==> src/rtl/sa_ax_arbiter.sv <==
// Slave-side Ax channel arbiter: round-robin grant, registered output stage and grant-order FIFO.
// Define SA_AX_FIXED_PRIORITY_EN for fixed priority (lowest master index wins) instead of round-robin.
module sa_ax_arbiter #(
  parameter int MST_AMT           = 2,
  parameter int MST_ID_W          = (MST_AMT > 1) ? $clog2(MST_AMT) : 1,
  parameter int OUTSTANDING_AMT   = 8,
  parameter int OUTST_CTN_W       = $clog2(OUTSTANDING_AMT) + 1,
  parameter int ADDR_WIDTH        = 32,
  parameter int TRANS_MST_ID_W    = 5,
  parameter int TRANS_SLV_ID_W    = TRANS_MST_ID_W + MST_ID_W,
  parameter int TRANS_BURST_W     = 2,
  parameter int TRANS_DATA_LEN_W  = 3,
  parameter int TRANS_DATA_SIZE_W = 3
) (
  input  logic                                   ACLK_i,
  input  logic                                   ARESET_i,
  input  logic [TRANS_MST_ID_W*MST_AMT-1:0]      m_AxID_i,
  input  logic [ADDR_WIDTH*MST_AMT-1:0]          m_AxADDR_i,
  input  logic [TRANS_BURST_W*MST_AMT-1:0]       m_AxBURST_i,
  input  logic [TRANS_DATA_LEN_W*MST_AMT-1:0]    m_AxLEN_i,
  input  logic [TRANS_DATA_SIZE_W*MST_AMT-1:0]   m_AxSIZE_i,
  input  logic [MST_AMT-1:0]                     m_AxVALID_i,
  output logic [MST_AMT-1:0]                     m_AxREADY_o,
  output logic [TRANS_SLV_ID_W-1:0]              s_AxID_o,
  output logic [ADDR_WIDTH-1:0]                  s_AxADDR_o,
  output logic [TRANS_BURST_W-1:0]               s_AxBURST_o,
  output logic [TRANS_DATA_LEN_W-1:0]            s_AxLEN_o,
  output logic [TRANS_DATA_SIZE_W-1:0]           s_AxSIZE_o,
  output logic                                   s_AxVALID_o,
  input  logic                                   s_AxREADY_i,
  output logic [MST_ID_W-1:0]                    ord_mst_id_o,
  output logic [TRANS_DATA_LEN_W-1:0]            ord_AxLEN_o,
  output logic                                   ord_valid_o,
  input  logic                                   ord_ready_i,
  output logic [OUTST_CTN_W-1:0]                 outst_ctn_o
);

  localparam int PTR_W = (OUTSTANDING_AMT > 1) ? $clog2(OUTSTANDING_AMT) : 1;
  localparam int ORD_W = MST_ID_W + TRANS_DATA_LEN_W;

  typedef enum logic {IDLE, SEND} state_t;

  state_t                        state_q, state_d;
  logic [MST_ID_W-1:0]           grant;
  logic                          can_accept;
  logic                          push, pop;

  logic [TRANS_MST_ID_W-1:0]     sel_id;
  logic [ADDR_WIDTH-1:0]         sel_addr;
  logic [TRANS_BURST_W-1:0]      sel_burst;
  logic [TRANS_DATA_LEN_W-1:0]   sel_len;
  logic [TRANS_DATA_SIZE_W-1:0]  sel_size;

  logic [TRANS_SLV_ID_W-1:0]     id_q, id_d;
  logic [ADDR_WIDTH-1:0]         addr_q, addr_d;
  logic [TRANS_BURST_W-1:0]      burst_q, burst_d;
  logic [TRANS_DATA_LEN_W-1:0]   len_q, len_d;
  logic [TRANS_DATA_SIZE_W-1:0]  size_q, size_d;

  logic [ORD_W-1:0]              fifo_mem_q [OUTSTANDING_AMT];
  logic [PTR_W-1:0]              wr_ptr_q, wr_ptr_d;
  logic [PTR_W-1:0]              rd_ptr_q, rd_ptr_d;
  logic [OUTST_CTN_W-1:0]        cnt_q, cnt_d;

`ifdef SA_AX_FIXED_PRIORITY_EN
  always_comb begin
    grant = '0;
    for (int i = MST_AMT - 1; i >= 0; i--) begin
      if (m_AxVALID_i[i]) grant = MST_ID_W'(i);
    end
  end
`else
  logic [MST_ID_W-1:0] rr_q, rr_d;
  logic [MST_ID_W-1:0] grant_hi, grant_lo;
  logic                found_hi;

  // Prefer the lowest requester at or above the pointer; otherwise wrap to the lowest overall.
  always_comb begin
    grant_hi = '0;
    grant_lo = '0;
    found_hi = 1'b0;
    for (int i = MST_AMT - 1; i >= 0; i--) begin
      if (m_AxVALID_i[i]) grant_lo = MST_ID_W'(i);
      if (m_AxVALID_i[i] && (MST_ID_W'(i) >= rr_q)) begin
        grant_hi = MST_ID_W'(i);
        found_hi = 1'b1;
      end
    end
    grant = found_hi ? grant_hi : grant_lo;
  end

  always_comb begin
    rr_d = rr_q;
    if (can_accept) begin
      rr_d = (grant == MST_ID_W'(MST_AMT - 1)) ? '0 : grant + MST_ID_W'(1);
    end
  end

  always_ff @(posedge ACLK_i or posedge ARESET_i) begin
    if (ARESET_i) rr_q <= '0;
    else          rr_q <= rr_d;
  end
`endif

  always_comb begin
    sel_id    = '0;
    sel_addr  = '0;
    sel_burst = '0;
    sel_len   = '0;
    sel_size  = '0;
    for (int i = 0; i < MST_AMT; i++) begin
      if (grant == MST_ID_W'(i)) begin
        sel_id    = m_AxID_i[i*TRANS_MST_ID_W +: TRANS_MST_ID_W];
        sel_addr  = m_AxADDR_i[i*ADDR_WIDTH +: ADDR_WIDTH];
        sel_burst = m_AxBURST_i[i*TRANS_BURST_W +: TRANS_BURST_W];
        sel_len   = m_AxLEN_i[i*TRANS_DATA_LEN_W +: TRANS_DATA_LEN_W];
        sel_size  = m_AxSIZE_i[i*TRANS_DATA_SIZE_W +: TRANS_DATA_SIZE_W];
      end
    end
  end

  // Full check uses the registered count, so a pop in the same cycle never frees a slot early.
  always_comb begin
    can_accept = ((state_q == IDLE) || s_AxREADY_i) && (|m_AxVALID_i) &&
                 (cnt_q < OUTST_CTN_W'(OUTSTANDING_AMT));
    m_AxREADY_o = '0;
    for (int i = 0; i < MST_AMT; i++) begin
      m_AxREADY_o[i] = can_accept && (grant == MST_ID_W'(i));
    end
  end

  always_comb begin
    state_d = state_q;
    id_d    = id_q;
    addr_d  = addr_q;
    burst_d = burst_q;
    len_d   = len_q;
    size_d  = size_q;
    if (can_accept) begin
      state_d = SEND;
      id_d    = {grant, sel_id};
      addr_d  = sel_addr;
      burst_d = sel_burst;
      len_d   = sel_len;
      size_d  = sel_size;
    end else if ((state_q == SEND) && s_AxREADY_i) begin
      state_d = IDLE;
    end
  end

  always_ff @(posedge ACLK_i or posedge ARESET_i) begin
    if (ARESET_i) begin
      state_q <= IDLE;
      id_q    <= '0;
      addr_q  <= '0;
      burst_q <= '0;
      len_q   <= '0;
      size_q  <= '0;
    end else begin
      state_q <= state_d;
      id_q    <= id_d;
      addr_q  <= addr_d;
      burst_q <= burst_d;
      len_q   <= len_d;
      size_q  <= size_d;
    end
  end

  assign push = can_accept;
  assign pop  = (cnt_q != '0) && ord_ready_i;

  always_comb begin
    wr_ptr_d = push ? wr_ptr_q + PTR_W'(1) : wr_ptr_q;
    rd_ptr_d = pop  ? rd_ptr_q + PTR_W'(1) : rd_ptr_q;
    cnt_d    = cnt_q;
    if (push && !pop)      cnt_d = cnt_q + OUTST_CTN_W'(1);
    else if (!push && pop) cnt_d = cnt_q - OUTST_CTN_W'(1);
  end

  always_ff @(posedge ACLK_i or posedge ARESET_i) begin
    if (ARESET_i) begin
      wr_ptr_q <= '0;
      rd_ptr_q <= '0;
      cnt_q    <= '0;
    end else begin
      wr_ptr_q <= wr_ptr_d;
      rd_ptr_q <= rd_ptr_d;
      cnt_q    <= cnt_d;
    end
  end

  // Storage needs no reset: occupancy is tracked by the pointers and count.
  always_ff @(posedge ACLK_i) begin
    if (push) fifo_mem_q[wr_ptr_q] <= {grant, sel_len};
  end

  assign {ord_mst_id_o, ord_AxLEN_o} = fifo_mem_q[rd_ptr_q];
  assign ord_valid_o = (cnt_q != '0);
  assign outst_ctn_o = cnt_q;

  assign s_AxID_o    = id_q;
  assign s_AxADDR_o  = addr_q;
  assign s_AxBURST_o = burst_q;
  assign s_AxLEN_o   = len_q;
  assign s_AxSIZE_o  = size_q;
  assign s_AxVALID_o = (state_q == SEND);

endmodule

==> config.mk <==
export PLATFORM = sky130hd
export DESIGN_NAME = sa_ax_arbiter
export DESIGN_NICKNAME = d
export VERILOG_FILES = /design/src/rtl/sa_ax_arbiter.sv
export SDC_FILE = /design/constraint.sdc
export NUM_CORES = 1
export LEC_CHECK = 0
export ABC_AREA = 1
export CORE_AREA = 2 2 100 102
export CTS_BUF_LIST = sky130_fd_sc_hd__clkbuf_8
export DETAILED_ROUTE_END_ITERATION = 16
export DIE_AREA = 0 0 102 104
export GPL_TIMING_DRIVEN = 0
export PLACE_DENSITY = 0.83
export REMOVE_ABC_BUFFERS = 1
export SYNTH_ARGS = -nofsm -noshare
export SYNTH_HDL_FRONTEND = slang
export SYNTH_SLANG_ARGS = --single-unit
==> constraint.sdc <==
create_clock -name ACLK_i -period 2.7 [get_ports ACLK_i]
set_clock_uncertainty 0.1 [all_clocks]
set_input_delay 0.54 -clock ACLK_i [delete_from_list [all_inputs] [get_ports ACLK_i]]
set_output_delay 0.54 -clock ACLK_i [all_outputs]
set_load 0.005 [all_outputs]
==> Word-level counts from Yosys, hierarchy flattened <==
Memories as Yosys holds them, arrays and structs flattened.
Index checks and enable logic that the tools add are counted.
{ "classes": {"add_sub_neg": 5, "order_cmp": 3, "mux": 18, "n_bitwise": 2, "reduce_logical": 17} }
{ "op_table": {"columns": ["operator", "count"], "rows": [
  ["32-bit two-way mux", 1],
  ["1-bit two-way mux", 11],
  ["1-bit logical AND", 10],
  ["4-bit two-way mux", 2],
  ["3-bit by 1-bit adder with 3-bit output, second input constant", 2],
  ["3-bit two-way mux", 2],
  ["5-bit two-way mux", 1],
  ["4-bit by 1-bit adder with 4-bit output, second input constant", 1],
  ["4-bit < comparator, second input constant", 1],
  ["2-bit nonzero test", 2],
  ["4-bit nonzero test", 1],
  ["4-bit by 1-bit subtractor with 4-bit output, second input constant", 1],
  ["1-bit greater-or-equal comparator, first input constant", 2],
  ["1-bit zero test", 2],
  ["2-bit two-way mux", 1],
  ["1-bit inverter", 2],
  ["2-bit OR reduction", 1],
  ["1-bit adder, second input constant", 1],
  ["1-bit logical OR", 1]
]} }
{ "totals": {"regBits": 58, "ram_bits": 32, "input_bits": 96, "mem_count": 1} }
{ "mem_list": {"columns": ["memory", "depth", "word_bits", "rd", "rd_ports_with_merged_regs", "write_ports", "line", "text"], "rows": [
  ["fifo_mem_q", 8, 4, 1, 0, 1, "60", "logic [ORD_W-1:0] fifo_mem_q [OUTSTANDING_AMT];"]
]} }

==> Longest topological paths before layout <==
Gate-level depths: netlist of run 1.
{ "logic_depth": {"word_depth": 8, "mapped_depth": 15, "ltp_nobuf": 14} }

==> Worst setup path after synthesis of run 1 <==
OpenSTA, ideal clock, no wires.
{ "synth_timing": {"kind": "input-to-reg", "start": "input m_AxVALID_i[1]", "end": "register cnt_q[3] (netlist: outst_ctn_o[3])", "setup_ns": 0.116, "arrival_time_ns": 2.017, "path_slack_ns": 0.467, "path_stages": 13, "n_path_buf": 1, "cell_sequence": "nor2_1 > nor2_1 > nand2_1 > inv_2 > buf_2 > ha_1 > inv_1 > ha_1 > or2_2 > nand3_1 > nand2_1 > nand2_1 > nand2_1"} }
{ "synth_via": {"elab_chain_cells": 6, "elab_cells_between_ends": 8, "classes_between": "1 x mux; 7 x reduce/logical"} }
{ "synth_lines": {"columns": ["element", "line", "text"], "rows": [
  ["start: declaration", "22", "input logic [MST_AMT-1:0] m_AxVALID_i,"],
  ["2-bit OR reduction *", "124", "can_accept = ((state_q == IDLE) || s_AxREADY_i) && (|m_AxVALID_i) &&"],
  ["1-bit logical AND * (2 in a row)", "124", null],
  ["via can_accept", "45", "logic can_accept;"],
  ["1-bit zero test", "177", "else if (!push && pop) cnt_d = cnt_q - OUTST_CTN_W'(1);"],
  ["1-bit logical AND", "177", null],
  ["2-bit nonzero test (no line)", null, null],
  ["end signal: assignment", "188", "cnt_q <= cnt_d;"],
  ["end: declaration", "63", "logic [OUTST_CTN_W-1:0] cnt_q, cnt_d;"]
]} }
The timed path passes the listed nets; every way through them passes the cells marked *.
A chain may end at the register's enable or synchronous reset.

==> Worst setup path in the final report of run 1 <==
{ "layout_timing": {"start": "register rd_ptr_q[0]", "end": "output ord_AxLEN_o[2]"} }
{ "layout_via": {"elab_chain_cells": 1} }
{ "layout_lines": {"columns": ["element", "line", "text"], "rows": [
  ["start: declaration", "62", "logic [PTR_W-1:0] rd_ptr_q, rd_ptr_d;"],
  ["start signal: assignment", "187", "rd_ptr_q <= rd_ptr_d;"],
  ["memory read 8 x 4 bit", null, null],
  ["end: declaration", "32", "output logic [TRANS_DATA_LEN_W-1:0] ord_AxLEN_o,"]
]} }
No other way between the ends.

==> results.toml, run 1 <==
[worst_setup_path]
critPathKind = "flip-flop to primary output"
path_depth = 8
crit_path_top_delay_cell = "dfrtp_4"
cp_max_fo = 17
critPathMaxStageDelay_ns = 0.54
reg2reg_slack_ns = 0.39
cp_common_cell = "nand2_1"
cp-start-kind = "flip-flop"
endpoint = "ord_AxLEN_o[2]"
crit_family = "buffers and inverters"
r2r_start = "outst_ctn_o[3]$_DFFE_PP0P_"
crit_buf_inv = 2
crit_path_start = "rd_ptr_q[0]$_DFFE_PP0P_"
r2r-end = "outst_ctn_o[3]$_DFFE_PP0P_"
reg2reg_depth = 12
worst-endpoint-arrival_ns = 1.95
required_ns = 2.06
endpoint_kind = "primary output"
path_cells = "inv_8 -> nand2_1 -> nand2_1 -> nand2_1 -> o21ai_1 -> nand2_1 -> nand2_1 -> clkdlybuf4s50_1"

[finish]
areaGrowthSynthToFinish_pct = 47.5
diodes = 0
fin_nets = 790
num-fill-cells = 776
final_cell_mix = "331 x nand2_1, 150 x clkdlybuf4s50_1, 56 x dfrtp_1, 32 x edfxtp_1, 30 x nor2_1"
layout.cells.most_common = "nand2_1"
drive_gt1_share_pct = 7.07

[sta]
fin_crit_ns = 2.59
maxSlewViolCount = 0
setup_tns_ns = 0
worst_slew_pin_slew_ns = 0.396
hold_viol_final = 0
relSlewSlack_pct = 73.5
max_freq_mhz = 386
setup_viol = 0
fin_crit_sh_pct = 96.0

[placed_design]
place_congestion = 0.817
dp_hpwl_um = 7580
portBuffers = 153

[power_and_ir_drop]
fin_total_pwr_mw = 6.32
p_leak_nw = 3.04
powerDensity_mw_per_mm2 = 998
vdd_ir_drop_max_mv = 0.450

[drt]
drt_iter0_drc = 169
detail-route-antenna-nets = 0
via_per_inst = 4.77
wire_per_inst_um = 14.5
drt_wl_total_um = 12000
num_vias = 3938
first_pass_iters = 5
drc = 0

[synth]
seq_area_frac_synth_pct = 56.2
syn_area_sq_mm = 0.00429
synth-seq-cells = 90
synth_area_per_cell_sq_um = 8.01
yosys.area.top_type = "dfrtp_1"
synth_cell_types = 21
synth_top_area_share_pct = 33.8
ys.warnings.count = 0
ys_top_cells_by_area = "dfrtp_1 34%, nand2_1 29%, edfxtp_1 22%"
netlist_instances = 536

[die]
core_area_sq_mm = 0.00955
ioPinCount = 154
fp.dieW_um = 102
start_util_pct = 45.0
die_area_sq_mm = 0.0106
die_y_um = 104
rows = 36

[cts]
clock-sinks = 90
clk_pin_slew_worst_paths_ns = 0.10
cts_max_level = 3
clk_latency_ns = 0.35
clockBufferDepth = 2
cts_made_buffers = 9
cts_root_buffer = "clkbuf_8"
cts_tree = "yes"

[job]
drv_cap = 0

[status]
status = "finished clean"

[worst_hold_path]
hold_class = "input port to async pin"

[global_routing]
grt_antenna_before_repair = 0
grt_pass1_vias = 3863
overflow = 0
grtUsageTotal_pct = 22.3
grt_pass1_wl_um = 18500
grt_start_max_net_pins = 55
metrics by stage:
step                util, %  cells  hold WS (ns)  cell area, sq um  worst slack, ns
floorplan                 -    511         0.372              4130           -0.817
global placement       61.0    797         0.361              5830            -2.37
detailed placement     61.5    799         0.364              5870            -1.13
CTS                    65.5    823         0.385              6260          -0.0877
global route           66.3    826         0.406              6330         -0.00678
finish                 66.3    826         0.385              6330            0.108
state kept, by name, summed over array words and instances (netlist names):
name         cells
wr_ptr_q         3
s_AxLEN_o        3
s_AxID_o         6
outst_ctn_o      4
s_AxSIZE_o       3
s_AxVALID_o      1
rd_ptr_q         3
s_AxBURST_o      2
s_AxADDR_o      32
rr_q             1
fifo_mem_q      32
kinds of logic (layout without fill, tap and decap cells):
family	Yosys count	count (layout)	synth area share (%)
and+or+nand+nor	374	376	33.2
DFF	90	90	56.2
buffers and inverters	39	194	5.16
AOI/OAI and AO/OA	22	22	2.56
adders and majority gates	6	6	1.92
xor gates and xnor gates	5	5	1.02
cells in the mapped netlist:
| cell type | number |
|---|---|
| nor2_2 | 4 |
| nor2_1 | 32 |
| o21ai_0 | 17 |
| nand3_1 | 2 |
| a21oi_1 | 2 |
| or2_2 | 1 |
| or2_4 | 1 |
| nand2_1 | 334 |
| dfrtp_1 | 58 |
| edfxtp_1 | 32 |
| buf_6 | 3 |
| buf_2 | 13 |
| fa_1 | 1 |
| inv_2 | 2 |
| inv_1 | 11 |
| inv_4 | 1 |
| xor2_1 | 2 |
| buf_4 | 9 |
| ha_1 | 5 |
| xnor2_1 | 3 |
| o21ai_1 | 3 |
routing by layer:
layer | vias to the layer above | GRT usage, % | share of wire (%)
met5 | - | 0 | 0
met4 | 0 | 7.24 | 1.1
met3 | 10 | 5.31 | 7.4
met2 | 133 | 39.0 | 52
met1 | 1841 | 26.8 | 40
li1 | 1954 | - | -
worst min-delay path by stage:
| stage | start | to | slack, ns |
|---|---|---|---|
| after global placement | s_AxID_o[3]$_DFFE_PP0P_ | s_AxID_o[3]$_DFFE_PP0P_ | 0.36 |
| final | ARESET_i | s_AxVALID_o$_DFFE_PP0P_ | 0.39 |
| after detailed placement | s_AxADDR_o[27]$_DFFE_PP0P_ | s_AxADDR_o[27]$_DFFE_PP0P_ | 0.36 |
| after CTS | ARESET_i | s_AxADDR_o[2]$_DFFE_PP0P_ | 0.39 |
| after global routing | ARESET_i | s_AxVALID_o$_DFFE_PP0P_ | 0.41 |
| after floorplan | s_AxADDR_o[0]$_DFFE_PP0P_ | s_AxADDR_o[0]$_DFFE_PP0P_ | 0.37 |
what timing repair did:
| action | in CTS | in global routing |
|---|---|---|
| setup buffers | 4 | 2 |
| hold buffers | 0 | 0 |
| pin swaps | 3 | 1 |
| cloned | 4 | 1 |
| resized for setup | 18 | 11 |
| endpoints found under the setup margin | 64 | 6 |
area by class of cell:
cell class | instances | area, sq um | share of cell area (%)
inverters | 14 | 96.3 | 1.52
clock buffers | 9 | 124 | 1.96
repair inverters | 1 | 11.3 | 0.178
well taps | 133 | 166 | 2.63
clock inverters | 7 | 101 | 1.60
repair buffers | 163 | 1700 | 26.8
flip-flops and latches | 90 | 2420 | 38.2
multi-input cells | 409 | 1720 | 27.1
power breakdown:
group,total (mW),internal (mW),switching [mW]
Clock,1.02,0.531,0.494
Sequential,2.25,1.92,0.326
Combinational,3.05,1.54,1.50
No activity file was read; power rests on OpenSTA's default activity.
==> run 2: changes to the inputs <==
--- a/config.mk
+++ b/config.mk
@@ -6,13 +6,14 @@
 export NUM_CORES = 1
 export LEC_CHECK = 0
 export ABC_AREA = 1
-export CORE_AREA = 2 2 100 102
+export CORE_AREA = 2 2 119 121
 export CTS_BUF_LIST = sky130_fd_sc_hd__clkbuf_8
 export DETAILED_ROUTE_END_ITERATION = 16
-export DIE_AREA = 0 0 102 104
+export DIE_AREA = 0 0 121 123
 export GPL_TIMING_DRIVEN = 0
-export PLACE_DENSITY = 0.83
+export PLACE_DENSITY = 0.62
 export REMOVE_ABC_BUFFERS = 1
+export SKIP_CTS_REPAIR_TIMING = 1
 export SYNTH_ARGS = -nofsm -noshare
 export SYNTH_HDL_FRONTEND = slang
 export SYNTH_SLANG_ARGS = --single-unit
==> constraint.sdc (replaced) <==
create_clock -name ACLK_i -period 3.2 [get_ports ACLK_i]
set_clock_uncertainty 0.1 [all_clocks]
set_input_delay 0.64 -clock ACLK_i [delete_from_list [all_inputs] [get_ports ACLK_i]]
set_output_delay 0.64 -clock ACLK_i [all_outputs]
set_load 0.005 [all_outputs]
==> results.toml, run 2 (synthesized netlist as in run 1, its figures left out) <==
[status]
status = "finished clean"

[finish]
final_util_pct = 45.3
fin_nets = 781
drive_gt1_share_pct = 4.53
areaGrowthSynthToFinish_pct = 43.5
diodes = 0
final_area_sq_mm = 0.00616
num-fill-cells = 1341
finalNonFillerCells = 864
final_cell_mix = "331 x nand2_1, 152 x clkdlybuf4s50_1, 58 x dfrtp_1, 32 x nor2_1, 32 x edfxtp_1"
layout.cells.most_common = "nand2_1"

[worst_setup_path]
critPathKind = "input port to primary output"
crit_path_top_delay_cell = "clkdlybuf4s50_1"
worst-endpoint-arrival_ns = 2.40
cp_common_cell = "nor2_1"
cp-start-kind = "input port"
cp_max_fo = 48
crit_buf_inv = 3
endpoint_kind = "primary output"
path_cells = "clkdlybuf4s50_1 -> nor2_1 -> nor2_1 -> nand2_2 -> buf_12 -> nor2_1 -> clkdlybuf4s50_1"
path_depth = 7
critPathMaxStageDelay_ns = 0.51
required_ns = 2.46
crit_family = "buffers and inverters"
reg2reg_depth = 12

[global_routing]
grt_start_max_net_pins = 55
grt_antenna_before_repair = 0
overflow = 0
grt_pass1_vias = 3621
grtUsageTotal_pct = 15.1
grt_pass1_wl_um = 17700

[sta]
setup_viol = 0
fin_crit_sh_pct = 98.0
maxSlewViolCount = 0
setup_ws_ns = 0.0634
hold_viol_final = 0
max_freq_mhz = 319
worst_slew_pin_slew_ns = 0.641
fin_crit_ns = 3.14
relSlewSlack_pct = 57.2
rsz0062_at_grt = "no"

[placed_design]
placedCellCount = 846
place_congestion = 0.761
portBuffers = 153
dp_hpwl_um = 7630
pre_cts_slack_ns = -0.893
place_area_sq_mm = 0.00593

[power_and_ir_drop]
powerDensity_mw_per_mm2 = 797
vdd_ir_drop_max_mv = 0.271
p_leak_nw = 2.92

[drt]
via_per_inst = 4.38
first_pass_iters = 6
drt_wl_total_um = 11500
drc = 0
num_vias = 3780
detail-route-antenna-nets = 0
drt_iter0_drc = 180
wire_per_inst_um = 13.4

[cts]
cts_tree = "yes"
cts_max_level = 3
clk_pin_slew_worst_paths_ns = 0.08
clockBufferDepth = 2
cts_root_buffer = "clkbuf_8"
clk_latency_ns = 0.35
cts_made_buffers = 9
clock-sinks = 90

[die]
die_area_sq_mm = 0.0149
fp.dieW_um = 121
die_y_um = 123
ioPinCount = 154
start_util_pct = 31.5
core_area_sq_mm = 0.0136
rows = 43

[worst_hold_path]
hold_depth = 2
hold_class = "flip-flop to flip-flop"

[job]
drv_cap = 0
-- run 2: worst reg2reg max path, cell delays in order (launching register included) --
cell and delay, ns:
dfrtp_1 0.47, nor2_1 0.16, nand2_2 0.17, buf_12 0.23, inv_8 0.28, ha_1 0.28
inv_1 0.10, ha_1 0.32, or2_2 0.30, nand3_1 0.09, nand2_1 0.06, nand2_1 0.05
nand2_1 0.05
-- run 2: path summary, 6_finish.rpt --
check / start / end / slack, ns
worst min-delay path: s_AxID_o[2]$_DFFE_PP0P_ / s_AxID_o[2]$_DFFE_PP0P_ / 0.38
max in group asynchronous: ARESET_i / wr_ptr_q[0]$_DFFE_PP0P_ / 1.94
worst min register to register: s_AxID_o[2]$_DFFE_PP0P_ / s_AxID_o[2]$_DFFE_PP0P_ / 0.38
worst max register to register: outst_ctn_o[3]$_DFFE_PP0P_ / outst_ctn_o[3]$_DFFE_PP0P_ / 0.45
worst max-delay path: m_AxVALID_i[0] / m_AxREADY_o[0] / 0.06
min in group asynchronous: ARESET_i / rd_ptr_q[2]$_DFFE_PP0P_ / 0.49
-- run 2: where the power goes --
part           switching (mW)  internal (mW)  total [mW]
logic                    1.15           1.16        2.31
registers               0.296           1.62        1.91
clock network           0.390          0.298       0.688
-- run 2: metal layers --
layer	vias to the layer above	track usage, %	share of wire (%)
met3	11	5.30	6.6
met5	-	0	0
li1	1932	-	-
met1	1740	18.2	44
met4	0	4.80	1.1
met2	97	25.5	48
-- run 2: final cells by class --
cell class,instances,area [sq um],share of cell area (%)
clock buffer,10,138,2.23
clock inverter,6,35.0,0.568
inverter,14,75.1,1.22
multi-input combinational,409,1700,27.6
sequential,90,2410,39.1
tap,180,225,3.65
timing repair buffer,155,1570,25.5
-- run 2: metrics by stage --
stage	hold slack (ns)	TNS, ns	power, mW
finish	0.382	0	4.91
global placement	0.361	-123.18	4.16
detailed placement	0.364	-16.07	4.23
CTS	0.386	-1.49	4.94
floorplan	0.372	-0.756	2.97
global route	0.398	0	5.33
